File: config.mk
export PLATFORM = sky130hd
export DESIGN_NAME = wash_dispatcher
export DESIGN_NICKNAME = d
export VERILOG_FILES = /design/src/rtl/wash_dispatcher.sv
export SDC_FILE = /design/constraint.sdc
export NUM_CORES = 1
export LEC_CHECK = 0
export ABC_AREA = 1
export BUFFER_PORTS_ARGS = -buffer_cell sky130_fd_sc_hd__buf_2
export CORE_ASPECT_RATIO = 1.2
export CORE_MARGIN = 10
export CORE_UTILIZATION = 25
export CTS_CLUSTER_DIAMETER = 150
export DETAILED_ROUTE_END_ITERATION = 8
export PLACE_DENSITY = 0.41
export RECOVER_POWER = 50
export SLEW_MARGIN = 25
export SYNTH_ARGS = -nofsm -noshare
export SYNTH_HDL_FRONTEND = slang
export SYNTH_SLANG_ARGS = --single-unit
File: constraint.sdc
create_clock -name clk -period 3.3 [get_ports clk]
set_clock_uncertainty 0.1 [all_clocks]
set_input_delay 0.495 -clock clk [delete_from_list [all_inputs] [get_ports clk]]
set_output_delay 0.495 -clock clk [all_outputs]
set_load 0.1 [all_outputs]
File: src/rtl/wash_dispatcher.sv
// Shares a bank of washer controllers between payment kiosks: round-robin order intake
// into a small queue, then one-at-a-time dispatch to free, enabled machines.
//
// state   | meaning
// D_IDLE  | waiting for a queued order and a free machine
// D_ISSUE | coin pulse and ack driven for the latched machine/order
// D_GAP   | one idle cycle before the next dispatch
module wash_dispatcher #(
  parameter int NUM_REQ  = 4,
  parameter int NUM_MACH = 4,
  parameter int QDEPTH   = 4,
  parameter int REQ_W    = $clog2(NUM_REQ),
  parameter int MACH_W   = $clog2(NUM_MACH)
) (
  input  logic                    clk,
  input  logic                    rst_n,
  input  logic [NUM_REQ-1:0]      req_valid,
  input  logic [NUM_REQ-1:0]      req_double,
  output logic [NUM_REQ-1:0]      req_ready,
  input  logic [NUM_MACH-1:0]     mach_wash_done,
  input  logic [NUM_MACH-1:0]     mach_disable,
  output logic [NUM_MACH-1:0]     mach_coin,
  output logic [NUM_MACH-1:0]     mach_double,
  output logic [NUM_MACH-1:0]     mach_busy,
  output logic                    ack_valid,
  output logic [REQ_W-1:0]        ack_req_id,
  output logic [MACH_W-1:0]       ack_mach_id,
  output logic [$clog2(QDEPTH):0] queue_count
);

  localparam int QW = $clog2(QDEPTH);
  localparam logic [QW:0] QFULL = (QW+1)'(QDEPTH);

  typedef enum logic [1:0] {D_IDLE, D_ISSUE, D_GAP} state_t;

  state_t              state;
  logic [REQ_W-1:0]    rr_req;
  logic [REQ_W-1:0]    grant_idx;
  logic [REQ_W-1:0]    cand_req;
  logic                grant_found;
  logic [MACH_W-1:0]   rr_mach;
  logic [MACH_W-1:0]   sel_idx;
  logic [MACH_W-1:0]   cand_mach;
  logic [MACH_W-1:0]   sel_q;
  logic                sel_found;
  logic [NUM_MACH-1:0] mach_free;
  logic [REQ_W:0]      q_mem [QDEPTH];
  logic [QW-1:0]       wr_ptr;
  logic [QW-1:0]       rd_ptr;
  logic [REQ_W:0]      head;
  logic                push;
  logic                pop;

  always_comb begin
    grant_found = 1'b0;
    grant_idx   = '0;
    cand_req    = '0;
    for (int k = 0; k < NUM_REQ; k++) begin
      cand_req = REQ_W'((int'(rr_req) + k) % NUM_REQ);
      if (!grant_found && req_valid[cand_req]) begin
        grant_found = 1'b1;
        grant_idx   = cand_req;
      end
    end
  end

  // Fullness is judged on the current count only; a same-cycle pop does not open a slot.
  always_comb begin
    req_ready = '0;
    if (grant_found && (queue_count != QFULL))
      req_ready[grant_idx] = 1'b1;
  end

  assign push      = |(req_valid & req_ready);
  assign pop       = (state == D_ISSUE);
  assign mach_free = ~mach_busy & ~mach_disable;
  assign head      = q_mem[rd_ptr];

  always_comb begin
    sel_found = 1'b0;
    sel_idx   = '0;
    cand_mach = '0;
    for (int k = 0; k < NUM_MACH; k++) begin
      cand_mach = MACH_W'((int'(rr_mach) + k) % NUM_MACH);
      if (!sel_found && mach_free[cand_mach]) begin
        sel_found = 1'b1;
        sel_idx   = cand_mach;
      end
    end
  end

  // Entries are {kiosk id, double flag}; storage needs no reset since pointers define validity.
  always_ff @(posedge clk) begin
    if (push)
      q_mem[wr_ptr] <= {grant_idx, req_double[grant_idx]};
  end

  always_ff @(posedge clk or negedge rst_n) begin
    if (!rst_n) begin
      wr_ptr      <= '0;
      rd_ptr      <= '0;
      queue_count <= '0;
      rr_req      <= '0;
    end else begin
      if (push) begin
        wr_ptr <= wr_ptr + 1'b1;
        rr_req <= (grant_idx == REQ_W'(NUM_REQ-1)) ? '0 : grant_idx + 1'b1;
      end
      if (pop)
        rd_ptr <= rd_ptr + 1'b1;
      case ({push, pop})
        2'b10:   queue_count <= queue_count + 1'b1;
        2'b01:   queue_count <= queue_count - 1'b1;
        default: queue_count <= queue_count;
      endcase
    end
  end

  always_ff @(posedge clk or negedge rst_n) begin
    if (!rst_n) begin
      state       <= D_IDLE;
      sel_q       <= '0;
      rr_mach     <= '0;
      mach_busy   <= '0;
      mach_double <= '0;
      mach_coin   <= '0;
      ack_valid   <= 1'b0;
      ack_req_id  <= '0;
      ack_mach_id <= '0;
    end else begin
      // Done only matters for allocated machines; the later bit-set below wins on a collision.
      mach_busy   <= mach_busy & ~mach_wash_done;
      mach_double <= mach_double & ~(mach_busy & mach_wash_done);
      mach_coin   <= '0;
      ack_valid   <= 1'b0;
      case (state)
        D_IDLE: begin
          if ((queue_count != '0) && sel_found) begin
            sel_q                <= sel_idx;
            mach_double[sel_idx] <= head[0];
            mach_coin[sel_idx]   <= 1'b1;
            ack_valid            <= 1'b1;
            ack_req_id           <= head[REQ_W:1];
            ack_mach_id          <= sel_idx;
            state                <= D_ISSUE;
          end
        end
        D_ISSUE: begin
          mach_busy[sel_q] <= 1'b1;
          rr_mach          <= (sel_q == MACH_W'(NUM_MACH-1)) ? '0 : sel_q + 1'b1;
          state            <= D_GAP;
        end
        D_GAP:   state <= D_IDLE;
        default: state <= D_IDLE;
      endcase
    end
  end

  always_ff @(posedge clk) begin
    if (rst_n && (state == D_ISSUE))
      assert (!(mach_busy[sel_q] && mach_wash_done[sel_q]));
  end

endmodule

==> impl_summary.md, run 1 <==
Outcome
The run finished, with violations left. The final reports fail on capacitance limit, slew limit.

Die
The height of the die is 130 µm. The floorplan has 40 rows. The boundary pin count is 42. For this configuration, the core starts out at a cell density of 0.255.

The die width is 112 µm. The total area inside the core boundary comes to 0.00996 mm². The die covers 0.0146 mm².

STA
The number of pins with negative max-slew slack in the final report is 31. Setup violations remaining at the end of the flow were counted as 0. The routed design could run at a clock period as short as 3.12 ns. At the pin with the least slew margin, the transition time is 1.70 ns. Of the available clock period, the critical path in the final layout requires 0.946. The final hold slack is 0.297 ns. The worst setup slack after layout is 0.177 ns. The final number of hold-violating endpoints is 0. Measured against its own limit, the worst slew margin works out to -0.135. Derived from the worst setup path, the maximum achievable clock frequency is 320 MHz.

Place
Timing analysis after detailed placement gives a worst setup slack of -0.0717 ns. The total placed cells including tap cells is 484. Routability-driven placement finished with a final weighted congestion of 0.821.

The count of port buffers added during placement is 41. The detailed placement HPWL is 4870 µm.

Synth
After synthesis, the largest family of logic cells by area is simple AND/OR/NAND/NOR gates. In this run, synthesis produced a sequential element count of 42. The distinct cell type count after synthesis is 31. The share of the synthesized area in compound gates (AO/OA/AOI/OAI) is 0.0724.

The share of the Yosys chip area taken by registers is 0.438. Counting every net in the synthesized netlist gives 344. The synthesis warning total is 0. Synthesis produced 312 cells. The cell area that synthesis handed to floorplanning was 0.00254 mm². The mux contribution to synthesized area is 0. The simple logic cell fraction of the synthesized area is 0.307. The synthesized area per cell is 8.14 µm². Of the total synthesized cell area, the portion taken by full adders, half adders and majority gates is 0.0720. The parity-gate share of the synthesized area counting xor and xnor cells is 0.0237.

CTS
The TritonCTS clock tree is yes. At the later pin of the worst-skew pair, clock insertion delay measures 0.28 ns. The maximum level of the CTS H-tree is 2.

Clock tree synthesis selected as its root buffer the cell clkbuf_16. The number of buffers on the longest clock path is 2. In this run, CTS created clock tree buffers numbering 5.

The number of sinks on the clock net is 42. The number of buffers inserted by hold repair at cts is 0. Clock-pin slew was measured on the worst setup and hold paths at 0.06 ns.

Drt
Detailed routing inserted a total of 2146 vias. The detailed router put a total of 2630 µm of wire on met1. In the routed design, unresolved DRC markers number 0. Summed over all nets, wire length on met2 after detailed routing comes to 3210 µm. The number of nets still failing antenna checks after routing is 0. The overall routed net length is 6210 µm. The per-cell routed wire length is 12.5 µm. The top layer reached by signal wires is met4. The sum of met3 wire segment lengths after detailed routing is 246 µm. The via-per-instance ratio is 4.33. The pre-antenna-repair detailed-routing pass consisted of 4 iterations. In this run, the number of DRC markers left after iteration 0 of detailed routing was 64.

GRT
The via count of the first global-routing pass came to 2228. Entering global routing, the biggest net connects 31 pins. The first global-routing pass estimated 10500 µm of wire. In the global route stage, overall resource usage came out at 0.0858. The number of antenna violations at the first check in global routing was 0.

The global-route congestion overflow total is 0.

Worst setup path
At the worst endpoint, the arrival time is 3.18 ns. The critical path endpoint category is a register. The required time at the worst-slack endpoint is 3.35 ns.

The most prevalent standard cell on the critical path is nand2_2. The kind of critical path is reg -> reg. In this run the worst path has a maximum fanout of 7. The slowest library cell on the worst path is dfrtp_2.

The setup slack of the worst register-to-register path is 0.18 ns. STA classifies the critical path startpoint as a register. Walking the worst path, the cells encountered are buf_12 -> inv_8 -> nand2_1 -> nand2_1 -> nand2_2 -> nand2_4 -> nor2_8 -> nand3b_1 -> nand3_1 -> nand2_2 -> inv_2 -> ha_2 -> nand4_1 -> nand2_2 -> nor2_8 -> ha_2 -> inv_2 -> fa_2 -> a21oi_2 -> o21ai_2 -> xor2_1. The worst register-to-register path begins at rr_req[0]. The critical path starts at rr_req[0]. On the worst path, the slowest cell contributes a delay of 0.42 ns.

Finish
For this run, the number of standard cells in the final layout without fillers is 496. The share of post-route cells with drive strength above 1 is 0.243. 0 antenna diodes ended up in the layout. Compared with the post-synthesis result, the final layout area differs by 26.3%. For this run, the post-layout net count is 401. The multi-input combinational cell area is 0.00127 mm². Across the whole layout, storage elements account for 0.00111 mm².

Fill cells in the final layout number 1090.

Hold path
The startpoint of the tightest hold check path is mach_wash_done[0]. The path category of the worst min-delay check is in -> reg.

Run
Across the run, the number of max-cap violations was 1.
==> timing repair <==
action | 4_1_cts | 5_1_grt
pin swaps | 0 | 8
buffers inserted | 0 | 4
endpoints found under the setup margin | 1 | 2
gates resized for setup | 1 | 24
==> layer usage <==
metal / vias to the layer above / global-route usage
met5: - / 0
met4: 0 / 0.0366
met2: 42 / 0.157
met1: 985 / 0.0947
met3: 5 / 0.0173
li1: 1114 / -
==> final timing paths <==
kind | end | cells past startpoint
max | queue_count[2] | 21
min | mach_busy[0] | 2
max reg2reg | queue_count[2] | 21
min reg2reg | ack_req_id[0] | 2
max in group asynchronous | rr_req[0] | 1
min in group asynchronous | mach_coin[2] | 1
==> cells in the mapped netlist (all sizes together) <==
library cell / count / area share
and2: 1 / 0.0025
clkbuf: 3 / 0.0049
o21ai: 19 / 0.037
edfxtp: 12 / 0.14
nand3: 26 / 0.062
buf: 2 / 0.0074
ha: 13 / 0.064
a21boi: 4 / 0.012
o21bai: 1 / 0.0030
a21oi: 5 / 0.0099
nand2: 93 / 0.15
o22ai: 3 / 0.0074
xnor2: 2 / 0.0099
dfrtp: 30 / 0.30
nor2: 30 / 0.057
fa: 1 / 0.0079
nand3b: 1 / 0.0030
nand4: 12 / 0.030
xor2: 4 / 0.014
o21a: 1 / 0.0030
inv: 49 / 0.075
==> flip-flops by register name, summed over array words and instances (netlist names) <==
name and count:
queue_count 3, state 2, ack_valid 1, rr_mach 2
mach_coin 4, ack_mach_id 2, q_mem 12, rr_req 2
mach_double 4, ack_req_id 2, rd_ptr 2, wr_ptr 2
mach_busy 4
==> metrics by stage <==
step,utilization,setup TNS (ns),cell area [µm²]
2_1_floorplan,-,0,2550
3_3_place_gp,0.300,0,2990
3_5_place_dp,0.300,-0.0717,2990
4_1_cts,0.314,0,3130
5_1_grt,0.322,-0.0370,3210
6_report,0.322,0,3210
==> cell families (layout without fill, tap and decap cells) <==
family,count (synthesis),count (layout)
AO/OA/AOI/OAI,33,33
flip-flops,42,42
buffers and inverters,54,112
AND/OR/NAND/NOR,163,163
XOR/XNOR,6,6
adder cells (fa/ha/maj),14,14
==> area by class of cell <==
class                           count  area share
Multi-Input combinational cell    216       0.397
Clock inverter                      2     0.00390
Tap cell                          126      0.0492
Inverter                           49      0.0597
Timing Repair Buffer               55       0.103
Clock buffer                        6      0.0402
Sequential cell                    42       0.347
==> cells in the final DEF (no fill, tap or decap), drive strengths merged, types with 3 or more instances in the layout <==
master / n
inv: 50
a21oi: 5
o21ai: 19
o22ai: 3
nand4: 12
clkbuf: 22
nand3: 26
buf: 39
dfrtp: 30
nor2: 30
xor2: 4
a21boi: 4
edfxtp: 12
nand2: 93
ha: 13
==> worst max-delay path, delay by kind of cell, from the launching register on <==
kind | cells | cell delay, ns
buffers and inverters | 4 | 0.33
AND/OR/NAND/NOR | 11 | 1.04
flip-flops | 1 | 0.42
AO/OA/AOI/OAI | 2 | 0.22
XOR/XNOR | 1 | 0.15
adder cells (fa/ha/maj) | 3 | 0.72
Power of run 1 is not shown: default switching activity piles up to over one toggle a cycle in this logic, so the estimate is an artifact.
==> run 2, diff against run 1 <==
Settings changed: CAP_MARGIN set to 25, PLACE_DENSITY 0.41 to 0.4.
Clock period 3.3 ns to 3.7 ns, I/O delays scaled along.
==> run 2 against run 1 <==
Against the previous run: the flow still finishes with violations (capacitance limit, slew limit); first-iteration DRC count grew 38%; worst setup slack gained 0.20 ns; via count shrank 3.5%; cell area shrank 5.9%; global-route usage grew 0.40 points; critical path depth shrank 7; core utilization shrank 1.9 points; sequential share of layout area grew 2.1 points; clock-buffer cell count is the same; die area is the same; hold slack gained 0.053 ns; critical endpoint is now req_ready[3]; largest cell class unchanged; highest routed layer unchanged.
==> impl_summary.md, run 2 (synthesized netlist as in run 1, its figures left out) <==
Outcome
The run finished, with violations left. The checks that failed: capacitance limit, slew limit.

CTS
The number of sinks on the clock net is 42 (unchanged). The maximum level of the CTS H-tree is 2 (unchanged). The source-to-sink clock delay at the later pin of the worst-skew pair is 0.28 ns (about the same). The number of buffers on the longest clock path is 2 (unchanged). TritonCTS built the clock tree. The clock-pin transition on the worst setup and hold timing paths is 0.06 ns (about the same).

The CTS buffer count was 5 (unchanged). The number of buffers inserted by hold repair at cts is 0 (unchanged). In this run the clock root is driven by a clkbuf_16.

STA
The final-report setup violation count came to 0 (unchanged). Setup repair after global routing left no endpoint under its margin. The number of pins with negative max-slew slack in the final report is 31 (unchanged). The relative max-transition margin is -0.116 (+0.0181). Derived from the worst setup path, the maximum achievable clock frequency is 301 MHz. The pin slew with the least headroom to its limit was 1.67 ns (-0.0271 ns). The final number of hold-violating endpoints is 0 (unchanged).

The worst setup slack after layout is 0.376 ns (+0.199 ns). Of the available clock period, the critical path in the final layout requires 0.898. The setup TNS is 0 ns (unchanged). Counting I/O delays and the setup requirement, the final critical path takes 3.32 ns.

Worst setup path
The required time at the worst-slack endpoint is 3.04 ns (-0.31 ns). The worst setup path is launched from a register. The critical path endpoint category is an output pin.

The slowest library cell on the worst path is buf_2. The critical path goes through buf_4 -> inv_8 -> nand2_1 -> nand2_2 -> nand2_1 -> and2_1 -> nand3b_1 -> nand3_1 -> nand2_1 -> inv_1 -> ha_1 -> inv_1 -> nor2_1 -> buf_2. The peak fanout along the critical path is 9 (+2). The worst setup path is of the reg -> out kind.

The buffers plus inverters on the worst setup path was 5 (+1). Among the stages of the critical path, the cell type that occurs most often is nand2_1. The stage delay of the slowest cell on the critical path is 0.43 ns (about the same). The cell family contributing the most delay on the critical path is buffers and inverters. The arrival time of data at the critical path endpoint is 2.67 ns (-0.51 ns).

Place
The detailed placement HPWL is 5000 µm (+2.6%). The total placed cells including tap cells was 476 (-1.7%). The worst setup timing slack at the placement stage is 0.115 ns (+0.187 ns). The routability-driven placement congestion ratio is 0.818 (-0.27%).

The count of port buffers added during placement is 41 (unchanged).

Drt
The overall routed net length came to 6240 µm (+0.48%). The via-per-instance ratio is 4.26 (-1.5%). The total iterations of the first detailed-routing run is 4 (unchanged).

The number of DRC markers in iteration 0 is 88 (+38%). The per-cell routed wire length came to 12.8 µm (+2.6%). The detailed-route DRC error count is 0 (unchanged).

The number of nets still failing antenna checks after routing was 0 (unchanged). The detailed-route via count came to 2071 (-3.5%).

Finish
The number of flip-flops in the largest register was 12 (unchanged). In the layout the commonest cells are 82 x nand2_1, 45 x inv_1, 30 x dfrtp_1. The area growth from synthesis to layout is 18.9%. The share of post-route cells with drive strength above 1 is 0.158 (-0.0849).

Counting flops per register, the top entry is q_mem. The final cell utilization of the core is 0.303 (-0.0188). The most common cell after layout, fill and taps aside is nand2_1. The number of fill cells in the layout is 1082 (-0.73%). The antenna diode instance count came to 0 (unchanged).

The number of non-filler instances in the completed layout is 486 (-2.0%). The layout net count is 391 (-2.5%).

Die
The boundary pin count was 42 (unchanged). The height of the die came to 130 µm (unchanged). The standard-cell row count is 40 (unchanged). The core region area is 0.00996 mm² (unchanged). The die width is 112 µm (unchanged).

The full die area is 0.0146 mm² (unchanged). The initial core utilization is 0.255 (unchanged).

GRT
The wire length of the first global-routing pass is 10700 µm (+1.8%). The global-route congestion overflow total is 0 (unchanged). The combined global-route utilization of all metal layers came to 0.0899 (+0.00405). The number of antenna violations at the first check in global routing is 0 (unchanged). The via count of the first global-routing pass is 2128 (-4.5%).

The pin count of the biggest net entering global routing is 31 (unchanged).

Hold path
The min-delay analysis places its worst path in the category in -> reg.

Run
The max capacitance violation total came to 1 (unchanged).
## run 2: cell count changes in the layout (fill, tap and decap cells not counted), moves of 3 or more
cell and delta:
buf_12 -3, ha_2 -5, nor2_1 +4, buf_4 -9, nand2_1 +5, nand2_2 -4
ha_1 +5, nor2_2 -4
## run 2: path summary, 6_finish.rpt
kind | slack (ns) | end | cells after the start | startpoint
worst min-delay path | 0.35 | mach_busy[2] | 2 | mach_wash_done[2]
min in group asynchronous | 0.60 | rr_mach[1] | 1 | rst_n
worst max register to register | 0.38 | queue_count[2] | 21 | rr_req[0]
worst min register to register | 0.36 | state[1] | 1 | state[1]
max in group asynchronous | 1.93 | ack_mach_id[0] | 1 | rst_n
worst max-delay path | 0.38 | req_ready[3] | 14 | rr_req[0]
## run 2: cell type report
class	count	area (µm²)	share of cell area
repair buffers	45	211	0.0700
well taps	126	158	0.0522
clock inverters	2	13.8	0.00456
multi-input cells	216	1200	0.399
flip-flops and latches	42	1110	0.368
inverters	49	191	0.0634
clock buffers	6	129	0.0427
## run 2: metal layers
metal / up-vias / track usage / part of all wire
met5: - / 0 / 0
met4: 0 / 0.0344 / 0.020
met3: 9 / 0.0237 / 0.040
met2: 37 / 0.161 / 0.50
met1: 933 / 0.100 / 0.43
li1: 1092 / - / -
## run 2: worst register-to-register path: stages, from the launching register on
cell and delay, ns:
dfrtp_1 0.35, buf_4 0.19, inv_8 0.09, nand2_4 0.05
nand3_1 0.12, nand2_2 0.11, nor2_8 0.15, nand2_1 0.08
nand2_1 0.06, nand2_1 0.07, nand3_2 0.13, inv_2 0.09
ha_1 0.22, nand4_1 0.11, nand2_2 0.13, nor2_8 0.15
ha_1 0.15, inv_1 0.06, fa_1 0.37, a21oi_1 0.14
o21ai_0 0.11, xor2_1 0.15
## run 2: repair_timing
item,in CTS,in global routing
endpoints found under the setup margin,0,1
resized for setup,0,1
buffers inserted,0,2
## run 2: through the flow
stage               cell area (µm²)  hold slack (ns)
CTS                            3030            0.255
floorplan                      2540            0.159
finish                         3020            0.351
global placement               2890            0.340
global route                   3020            0.366
detailed placement             2890            0.345
Power of run 2 is left out for the same reason.
